[src/rtl/npu_synchronization_defines.sv]
// rtl/npu_synchronization_defines.sv - shared sync-core message types and constants
//
// Purpose: types exchanged between the network interface and the sync-core
//          pipeline stages, plus the width of the optional arbiter
//          performance counters.
// Ports:   none (package).
package npu_synchronization_defines;

  localparam int BARRIER_W       = 8;
  localparam int CNT_BARRIER_W   = 8;
  localparam int TILE_W          = 8;
  localparam int SYNC_ARB_PERF_W = 32;

  typedef logic [BARRIER_W-1:0]     barrier_t;
  typedef logic [CNT_BARRIER_W-1:0] cnt_barrier_t;

  typedef struct packed {
    barrier_t          id_barrier;
    cnt_barrier_t      cnt_setted;
    logic [TILE_W-1:0] id_tile_src;
  } sync_account_message_t;

  // Two accounts conflict when they update the same barrier.
  function automatic logic same_barrier(input sync_account_message_t a,
                                        input sync_account_message_t b);
    return a.id_barrier == b.id_barrier;
  endfunction

endpackage

[src/rtl/sync_account_fifo.sv]
// rtl/sync_account_fifo.sv - per-channel account message FIFO
//
// Purpose: small synchronous FIFO holding account messages of one channel.
// Ports:
//   clk_i, rst_ni     clock, asynchronous active-low reset (empties the FIFO)
//   push_i, data_i    write request and message (ignored when full)
//   pop_i             read request (ignored when empty)
//   full_o, empty_o   status from the registered pointers only
//   head_o            oldest entry, meaningful when !empty_o
module sync_account_fifo
  import npu_synchronization_defines::*;
#(
  parameter int FIFO_DEPTH = 4
) (
  input  logic                  clk_i,
  input  logic                  rst_ni,
  input  logic                  push_i,
  input  sync_account_message_t data_i,
  input  logic                  pop_i,
  output logic                  full_o,
  output logic                  empty_o,
  output sync_account_message_t head_o
);

  localparam int AW = $clog2(FIFO_DEPTH);

  // One extra pointer bit separates full from empty when the indices match.
  logic [AW:0] wr_ptr_q, wr_ptr_d;
  logic [AW:0] rd_ptr_q, rd_ptr_d;
  logic        do_push, do_pop;

  sync_account_message_t mem_q [FIFO_DEPTH];

  assign full_o  = (wr_ptr_q[AW] != rd_ptr_q[AW]) && (wr_ptr_q[AW-1:0] == rd_ptr_q[AW-1:0]);
  assign empty_o = (wr_ptr_q == rd_ptr_q);
  assign head_o  = mem_q[rd_ptr_q[AW-1:0]];

  assign do_push  = push_i && !full_o;
  assign do_pop   = pop_i && !empty_o;
  assign wr_ptr_d = wr_ptr_q + (AW+1)'(do_push);
  assign rd_ptr_d = rd_ptr_q + (AW+1)'(do_pop);

  always_ff @(posedge clk_i or negedge rst_ni) begin
    if (!rst_ni) begin
      wr_ptr_q <= '0;
      rd_ptr_q <= '0;
    end else begin
      wr_ptr_q <= wr_ptr_d;
      rd_ptr_q <= rd_ptr_d;
    end
  end

  // Storage needs no reset: the pointers define which entries are live.
  always_ff @(posedge clk_i) begin
    if (do_push) begin
      mem_q[wr_ptr_q[AW-1:0]] <= data_i;
    end
  end

endmodule

[src/rtl/synchronization_account_arbiter.sv]
// rtl/synchronization_account_arbiter.sv - multi-channel account issue stage with barrier hazard blocking
//
// Purpose: buffers account messages from NUM_CH network-interface channels,
//          round-robin arbitrates among FIFO heads and issues at most one
//          account per cycle to stage 2, holding back any head whose barrier
//          is already in flight (output register or downstream pending slots).
// Ports:
//   clk, reset                 clock, asynchronous active-low reset
//   ni_account_mess[_valid]    per-channel input message / valid
//   ss1_account_consumed       per-channel accept (combinational)
//   ni_release_almost_full     blocks all grants while high
//   ss1_account_mess/valid/ch  registered issued account and its channel
//   haz_pending_mess/valid     downstream accounts still in flight
//   perf_hazard_stall          (SYNC_ARB_PERF_EN) per-channel hazard stall cycles
//   perf_full_stall            (SYNC_ARB_PERF_EN) per-channel rejected-input cycles
// Build option: define SYNC_ARB_PERF_EN to add the saturating stall counters.
module synchronization_account_arbiter
  import npu_synchronization_defines::*;
#(
  parameter int TILE_ID    = 0,
  parameter int NUM_CH     = 2,
  parameter int FIFO_DEPTH = 4,
  parameter int HAZ_DEPTH  = 2,
  localparam int CH_W      = (NUM_CH > 1) ? $clog2(NUM_CH) : 1
) (
  input  logic                                  clk,
  input  logic                                  reset,
  input  sync_account_message_t [NUM_CH-1:0]    ni_account_mess,
  input  logic [NUM_CH-1:0]                     ni_account_mess_valid,
  output logic [NUM_CH-1:0]                     ss1_account_consumed,
  input  logic                                  ni_release_almost_full,
  output sync_account_message_t                 ss1_account_mess,
  output logic                                  ss1_account_valid,
  output logic [CH_W-1:0]                       ss1_account_ch,
  input  sync_account_message_t [HAZ_DEPTH-1:0] haz_pending_mess,
  input  logic [HAZ_DEPTH-1:0]                  haz_pending_valid
`ifdef SYNC_ARB_PERF_EN
  ,
  output logic [NUM_CH-1:0][SYNC_ARB_PERF_W-1:0] perf_hazard_stall,
  output logic [NUM_CH-1:0][SYNC_ARB_PERF_W-1:0] perf_full_stall
`endif
);

  sync_account_message_t [NUM_CH-1:0] head;
  logic [NUM_CH-1:0] fifo_full;
  logic [NUM_CH-1:0] fifo_empty;
  logic [NUM_CH-1:0] hazard;
  logic [NUM_CH-1:0] eligible;
  logic [NUM_CH-1:0] pop;

  logic [CH_W-1:0] rr_q, rr_d;
  logic [CH_W-1:0] grant_ch;
  logic [CH_W:0]   scan_idx;
  logic            grant_any;

  logic                  ss1_valid_q, ss1_valid_d;
  sync_account_message_t ss1_mess_q, ss1_mess_d;
  logic [CH_W-1:0]       ss1_ch_q, ss1_ch_d;

  // Full comes from registered pointers, so a full FIFO popping this cycle
  // still rejects: no same-cycle push-through.
  assign ss1_account_consumed = ni_account_mess_valid & ~fifo_full;

  for (genvar c = 0; c < NUM_CH; c++) begin : g_ch
    sync_account_fifo #(
      .FIFO_DEPTH(FIFO_DEPTH)
    ) u_fifo (
      .clk_i  (clk),
      .rst_ni (reset),
      .push_i (ss1_account_consumed[c]),
      .data_i (ni_account_mess[c]),
      .pop_i  (pop[c]),
      .full_o (fifo_full[c]),
      .empty_o(fifo_empty[c]),
      .head_o (head[c])
    );
  end

  // A head is blocked if its barrier matches the account just issued or any
  // valid downstream pending slot.
  always_comb begin
    hazard   = '0;
    eligible = '0;
    for (int c = 0; c < NUM_CH; c++) begin
      hazard[c] = ss1_valid_q && same_barrier(ss1_mess_q, head[c]);
      for (int k = 0; k < HAZ_DEPTH; k++) begin
        hazard[c] = hazard[c] | (haz_pending_valid[k] && same_barrier(haz_pending_mess[k], head[c]));
      end
      eligible[c] = !fifo_empty[c] && !hazard[c] && !ni_release_almost_full;
    end
  end

  // First eligible channel starting at rr_q, wrapping modulo NUM_CH.
  always_comb begin
    grant_any = 1'b0;
    grant_ch  = '0;
    scan_idx  = '0;
    for (int i = 0; i < NUM_CH; i++) begin
      scan_idx = {1'b0, rr_q} + (CH_W+1)'(i);
      if (scan_idx >= (CH_W+1)'(NUM_CH)) begin
        scan_idx = scan_idx - (CH_W+1)'(NUM_CH);
      end
      if (!grant_any && eligible[scan_idx[CH_W-1:0]]) begin
        grant_any = 1'b1;
        grant_ch  = scan_idx[CH_W-1:0];
      end
    end
  end

  always_comb begin
    pop = '0;
    if (grant_any) begin
      pop[grant_ch] = 1'b1;
    end
  end

  always_comb begin
    rr_d = rr_q;
    if (grant_any) begin
      rr_d = (grant_ch == CH_W'(NUM_CH - 1)) ? '0 : grant_ch + 1'b1;
    end
  end

  assign ss1_valid_d = grant_any;
  assign ss1_mess_d  = grant_any ? head[grant_ch] : '0;
  assign ss1_ch_d    = grant_ch;

  always_ff @(posedge clk or negedge reset) begin
    if (!reset) begin
      rr_q        <= '0;
      ss1_valid_q <= 1'b0;
      ss1_mess_q  <= '0;
      ss1_ch_q    <= '0;
    end else begin
      rr_q        <= rr_d;
      ss1_valid_q <= ss1_valid_d;
      ss1_mess_q  <= ss1_mess_d;
      ss1_ch_q    <= ss1_ch_d;
    end
  end

  assign ss1_account_valid = ss1_valid_q;
  assign ss1_account_mess  = ss1_mess_q;
  assign ss1_account_ch    = ss1_ch_q;

`ifdef SYNC_ARB_PERF_EN
  logic [NUM_CH-1:0][SYNC_ARB_PERF_W-1:0] hazard_stall_cnt_q;
  logic [NUM_CH-1:0][SYNC_ARB_PERF_W-1:0] full_stall_cnt_q;

  // Counters stick at all-ones instead of wrapping.
  always_ff @(posedge clk or negedge reset) begin
    if (!reset) begin
      hazard_stall_cnt_q <= '0;
      full_stall_cnt_q   <= '0;
    end else begin
      for (int c = 0; c < NUM_CH; c++) begin
        if (!fifo_empty[c] && hazard[c] && (hazard_stall_cnt_q[c] != '1)) begin
          hazard_stall_cnt_q[c] <= hazard_stall_cnt_q[c] + 1'b1;
        end
        if (ni_account_mess_valid[c] && fifo_full[c] && (full_stall_cnt_q[c] != '1)) begin
          full_stall_cnt_q[c] <= full_stall_cnt_q[c] + 1'b1;
        end
      end
    end
  end

  assign perf_hazard_stall = hazard_stall_cnt_q;
  assign perf_full_stall   = full_stall_cnt_q;
`endif

endmodule
[config.mk]
export PLATFORM = sky130hd
export DESIGN_NAME = synchronization_account_arbiter
export DESIGN_NICKNAME = d
export VERILOG_FILES = /design/src/rtl/npu_synchronization_defines.sv /design/src/rtl/sync_account_fifo.sv /design/src/rtl/synchronization_account_arbiter.sv
export SDC_FILE = /design/constraint.sdc
export NUM_CORES = 1
export LEC_CHECK = 0
export CAP_MARGIN = 20
export CORE_MARGIN = 2
export CORE_UTILIZATION = 35
export DETAILED_ROUTE_END_ITERATION = 10
export GPL_ROUTABILITY_DRIVEN = 1
export PLACE_DENSITY_LB_ADDON = 0.08
export SETUP_SLACK_MARGIN = 0.2
export SYNTH_ARGS = -nofsm -noshare
export SYNTH_HDL_FRONTEND = slang
export SYNTH_HIERARCHICAL = 1
export SYNTH_SLANG_ARGS = --single-unit
[constraint.sdc]
create_clock -name clk -period 3.65 [get_ports clk]
set_clock_uncertainty 0.05 [all_clocks]
set_input_delay 0.365 -clock clk [delete_from_list [all_inputs] [get_ports clk]]
set_output_delay 0.365 -clock clk [all_outputs]
set_load 0.05 [all_outputs]
### Yosys cells after proc, flatten, opt, wreduce, memory -nomap -nowiden

Memories as Yosys holds them, arrays and structs flattened.
Index checks and enable logic that the tools add are counted.

* magnitude comparators: 6
* mux-type cells: 21
* reduce and logical (&&, ||, !) cells: 26
* add/subtract/negate cells: 8
* eq/ne operators: 12
* bitwise gates (word level): 6

Operator list (count)
* 24-bit two-way mux: 3
* 8-bit == test: 6
* 1-bit logical AND: 18
* 1-bit two-way mux: 16
* 3-bit by 1-bit adder with 3-bit output: 4
* 1-bit logical NOT: 8
* 3-bit == test: 2
* 1-bit by 2-bit less-than comparator with 1-bit output, second input constant: 3
* 2-bit == test: 2
* 1-bit bitwise OR: 4
* 1-bit by 1-bit adder with 2-bit output, second input constant: 1
* 2-bit bitwise AND: 1
* 1-bit by 2-bit >= comparator with 1-bit output, second input constant: 1
* 2-bit >= comparator, second input constant: 1
* 2-bit two-way mux: 1
* 1-bit != test: 2
* 2-bit NOT: 1
* 1-bit subtractor, second input constant: 2
* 1-bit adder, second input constant: 1
* 1-bit demux with 1-bit select: 1
* 1-bit >= comparator, second input constant: 1

* memories kept: 2
* logic and storage cells: 91
* output and inout bits: 28
* RAM bits: 192
* register bits: 39

Memories
* g_ch[0].u_fifo.mem_q: words 4, bits a word 24, read ports 1, clocked after memory_dff 0, write ports 1, RTL line sync_account_fifo.sv:32 `sync_account_message_t mem_q [FIFO_DEPTH];`
* g_ch[1].u_fifo.mem_q: words 4, bits a word 24, read ports 1, clocked after memory_dff 0, write ports 1, RTL line sync_account_fifo.sv:32

### Logic depth before layout (Yosys ltp)

An unclocked memory read counts as a cell.

* depth in word-level cells: 21
* mapped depth: 14
* mapped depth without buffers: 10

### Modules after synthesis

The synthesis kept the hierarchy.

Modules (own cells, without submodules)
* sync_account_fifo: area each 3852.4 um^2, times used 2, cells an instance 156, seq. area each 3032.9 um^2
* synchronization_account_arbiter: area each 1579.0 um^2, times used 1, cells an instance 140, seq. area each 675.6 um^2

### Worst setup path before layout

OpenSTA, ideal clock, no wires.

* kind: reg-to-reg
* start point: register g_ch[0].u_fifo.rd_ptr_q[0]
* end point: memory g_ch[0].u_fifo/mem_q[2][0] in the netlist's numbering (enable)
* cell stages (with the launch flop): 7
* arrival: 3831 ps
* clock period less this slack: 4331 ps
* slack: -681 ps
* library setup time: 450 ps
* path through: dfrtp_1 buf_6 xnor2_1 and3_1 nor2b_1 nand2_1 a311oi_1

* word-level cells in the longest chain between the ends: 7

RTL lines
* start, declared: RTL line sync_account_fifo.sv:29 `logic [AW:0] rd_ptr_q, rd_ptr_d;`
* start signal, assigned: RTL line sync_account_fifo.sv:49 `rd_ptr_q <= rd_ptr_d;`
* 2-bit == test: RTL line sync_account_fifo.sv:34 `assign full_o = (wr_ptr_q[AW] != rd_ptr_q[AW]) && (wr_ptr_q[AW-1:0] == rd_ptr_q[AW-1:0]);`
* 1-bit logical AND: RTL line sync_account_fifo.sv:34
* named net fifo_full[0]: RTL line synchronization_account_arbiter.sv:45 `logic [NUM_CH-1:0] fifo_full;`
* 2-bit NOT: RTL line synchronization_account_arbiter.sv:62 `assign ss1_account_consumed = ni_account_mess_valid & ~fifo_full;`
* 2-bit bitwise AND: RTL line synchronization_account_arbiter.sv:62
* named net ss1_account_consumed[0]: RTL line synchronization_account_arbiter.sv:30 `output logic [NUM_CH-1:0] ss1_account_consumed,`
* 1-bit logical AND: RTL line sync_account_fifo.sv:38 `assign do_push = push_i && !full_o;`
* 1-bit two-way mux: RTL line sync_account_fifo.sv:55 `if (do_push) begin`
* 1-bit two-way mux (implied by the code): RTL line sync_account_fifo.sv:56 `mem_q[wr_ptr_q[AW-1:0]] <= data_i;`
* end, declared: RTL line sync_account_fifo.sv:32

The timed path passes the listed nets, and every way through them passes these cells.

==> impl_metrics.csv <==
group,metric,value,unit
synth,yosysSeqAreaShare,72.6,%
pwr,power,10.3,mW
synth,syn_nets,563,
route,drc_errors,0,
run_status,status,"completed",
floorplanning,die_x,167,um
synth,yosysTopAreaCell,"edfxtp_1",
global_route,grt_pass1_wl,30700,um
sta,tns,0,ns
placed_design,gp_congestion,0.813,
synth,synth_area_leaders,"edfxtp_1, dfrtp_1, mux4_2",
cells_and_area,layout.nets,698,
worst_setup_path,reg2regPathDepth,11,
sta,maxSlewViolCount,0,
route,routed_wl,20400,um
clock_tree,path_clk_slew,0.06,ns
sta,tightest_slew,0.935,ns
worst_setup_path,worstPathArrival,3.57,ns
clock_tree,clk_latency,0.51,ns
synth,avgSynthCellArea,20.5,um2
clock_tree,clockBufferDepth,3,
worst_setup_path,setup.worst_path.end_class,"flip-flop",
synth,synthMuxAreaShare,12.2,%
pwr,powerDensity,893,mW/mm2
synth,synthSimpleGateAreaFrac,2.78,%
worst_setup_path,start_kind,"flip-flop",
sta,fmax,310,MHz
pwr,p_leak,3.94,nW
floorplanning,pin_count,131,
floorplanning,placementRows,59,
floorplanning,die_y,167,um
global_route,grt_overflow,0,
route,dr.first_iter.drc_count,232,
worst_setup_path,critPathSlowestCell,"mux4_2",
synth,ys_warn_count,6,
synth,synth_cell_type_count,34,
worst_setup_path,crit_type,"reg -> reg",
worst_setup_path,critPathMaxStageDelay,0.62,ns
worst_setup_path,path_buf_inv,1,
sta,setup_viol,0,
cells_and_area,mostFrequentLayoutCells,"edfxtp_1, clkdlybuf4s50_1, xnor2_1, mux4_2, dfrtp_1",
sta,rsz0062_at_grt,"no",
route,vias_per_cell,5.00,
global_route,antenna_found_initial,1,
global_route,grt_max_degree,40,
clock_tree,cts_sinks,231,
floorplanning,core_area,0.0261,mm2
pwr,ir_drop,0.436,mV
clock_tree,tritoncts,"yes",
cells_and_area,layout_commonest_cell,"edfxtp_1",
placed_design,portBuffers,98,
route,ant_nets,0,
route,wl_per_cell,21.7,um
worst_hold_path,hold_path_class,"reg -> reg",
floorplanning,die-area,0.0278,mm2
sta,hold_violations,0,
worst_setup_path,critPathRequiredTime,4.00,ns
route,drtPass1Iterations,4,
synth,synth_compound_area_share,3.50,%
clock_tree,htree_levels,1,
job,max_cap_viol_count,0,
placed_design,hpwlAfterDp,13400,um
synth,synthAdderAreaFrac,1.08,%
worst_setup_path,worst-path-max-fanout,8,
worst_hold_path,min_path_cells,1,
synth,synth_xor_xnor_area_share,5.85,%
sta,fin_crit,3.22,ns
clock_tree,cts.root.buffer_cell,"clkbuf_16",
cells_and_area,drive_gt1_share,19.3,%
clock_tree,cts_inserted_buffers,26,
worst_setup_path,crit_family,"simple AND/OR/NAND/NOR gates",
cells_and_area,seq_area,0.00674,mm2
synth,synth-seq-cells,231,
synth,synth_cells,452,
route,vias,4707,
cells_and_area,nFillCells,2274,
worst_setup_path,cpMostUsedCell,"ha_1",
floorplanning,start_util,35.6,%
global_route,grt_pass1_vias,5113,
sta,period_share,88.3,%
worst_setup_path,worstPathCellList,"buf_4 -> mux4_2 -> xnor2_1 -> nand4_1 -> nor3_1 -> or4_1 -> and3b_1 -> o31a_1 -> ha_1 -> ha_1 -> xor2_1",
sta,relSlewSlack,37.7,%
synth,netlist_area,0.00928,mm2
synth,yosysTopAreaCellShare,62.1,%
cells_and_area,multi_input_area,0.00243,mm2
worst_setup_path,cp.depth,11,
synth,synth_top_family_by_area,"multiplexers",
cells_and_area,syn_to_final_growth,24.6,%
global_route,grt.total_usage,14.8,%
report_power, final:
group | internal [mW] | leakage [nW] | switching [mW] | total [mW]
clock network | 1.37 | 0.371 | 0.951 | 2.32
logic | 1.70 | 1.33 | 2.29 | 3.99
registers | 3.67 | 2.24 | 0.344 | 4.01
total | 6.74 | 3.94 | 3.59 | 10.3
flip-flops by register name, indices dropped and copies added (netlist names):
name                  flops
g_ch.u_fifo/wr_ptr_q      6
ss1_account_mess         24
ss1_account_ch            1
g_ch.u_fifo/rd_ptr_q      6
ss1_account_valid         1
g_ch.u_fifo/mem_q       192
rr_q                      1
per-stage QoR:
| stage | instances | instance area (um2) | hold slack [ns] | util [%] | setup slack [ns] |
|---|---|---|---|---|---|
| after detailed placement | 893 | 10800 | 0.428 | 41.4 | 0.175 |
| final | 942 | 11600 | 0.433 | 44.4 | 0.427 |
| after global routing | 941 | 11600 | 0.424 | 44.4 | 0.215 |
| after global placement | 893 | 10800 | 0.425 | 41.4 | 0.134 |
| after floorplan | 452 | 9310 | 0.0194 | - | 0.276 |
| after CTS | 941 | 11600 | 0.410 | 44.4 | 0.292 |
worst register-to-register path, stage by stage (launching register included):
cell	delay, ns
dfrtp_2	0.51
buf_4	0.21
mux4_2	0.62
xnor2_1	0.18
nand4_1	0.09
nor3_1	0.09
or4_1	0.54
and3b_1	0.22
o31a_1	0.12
ha_1	0.19
ha_1	0.18
xor2_1	0.13
kinds of logic after synthesis:
| kind of cell | after synthesis |
|---|---|
| AO/OA/AOI/OAI | 39 |
| XOR/XNOR | 62 |
| adder cells (fa/ha/maj) | 8 |
| buffers and inverters | 19 |
| flip-flops | 231 |
| multiplexers | 49 |
| AND/OR/NAND/NOR | 44 |
synth_stat cells, drive strengths merged:
| library cell | number |
|---|---|
| a22o | 24 |
| a311oi | 2 |
| a31oi | 8 |
| and3 | 2 |
| and3b | 1 |
| buf | 17 |
| dfrtp | 39 |
| edfxtp | 192 |
| ha | 8 |
| inv | 2 |
| mux2i | 1 |
| mux4 | 48 |
| nand2 | 6 |
| nand2b | 3 |
| nand3 | 8 |
| nand3b | 2 |
| nand4 | 5 |
| nor2 | 1 |
| nor2b | 2 |
| nor3 | 8 |
| nor4 | 2 |
| nor4b | 1 |
| o21ai | 1 |
| o31a | 2 |
| o41a | 2 |
| or3b | 2 |
| or4 | 1 |
| xnor2 | 41 |
| xor2 | 21 |
what timing repair did:
item | 4_1_cts | 5_1_grt
hold endpoints to repair | 39 | 0
resized for setup | 2 | 2
setup buffers | 0 | 0
hold buffers | 1 | 0
endpoints found under the setup margin | 1 | 4
routing by layer:
| metal | global-route usage (%) | share of wire [%] | up-vias |
|---|---|---|---|
| li1 | - | - | 2120 |
| met1 | 18.8 | 42 | 2419 |
| met2 | 25.9 | 51 | 131 |
| met3 | 2.90 | 4.9 | 37 |
| met4 | 4.24 | 2.3 | 0 |
| met5 | 0 | 0 | - |
worst paths after layout:
check	start	endpoint	slack, ns
max	g_ch[1].u_fifo/rd_ptr_q[0]	g_ch[0].u_fifo/rd_ptr_q[2]	0.43
min	g_ch[0].u_fifo/rd_ptr_q[2]	g_ch[0].u_fifo/rd_ptr_q[2]	0.43
max reg2reg	g_ch[1].u_fifo/rd_ptr_q[0]	g_ch[0].u_fifo/rd_ptr_q[2]	0.43
min reg2reg	g_ch[0].u_fifo/rd_ptr_q[2]	g_ch[0].u_fifo/rd_ptr_q[2]	0.43
max in group asynchronous	reset	g_ch[0].u_fifo/rd_ptr_q[0]	2.41
min in group asynchronous	reset	g_ch[1].u_fifo/wr_ptr_q[2]	0.48
area by class of cell:
| cell class | count | area share, % |
|---|---|---|
| multi-input combinational | 202 | 21.0 |
| clock buffer | 38 | 6.28 |
| tap | 335 | 3.62 |
| antenna | 1 | 0.0216 |
| inverter | 2 | 0.0649 |
| clock inverter | 9 | 0.357 |
| sequential | 231 | 58.3 |
| timing repair buffer | 124 | 10.3 |
Note: power is estimated with default switching activity, not from simulation.
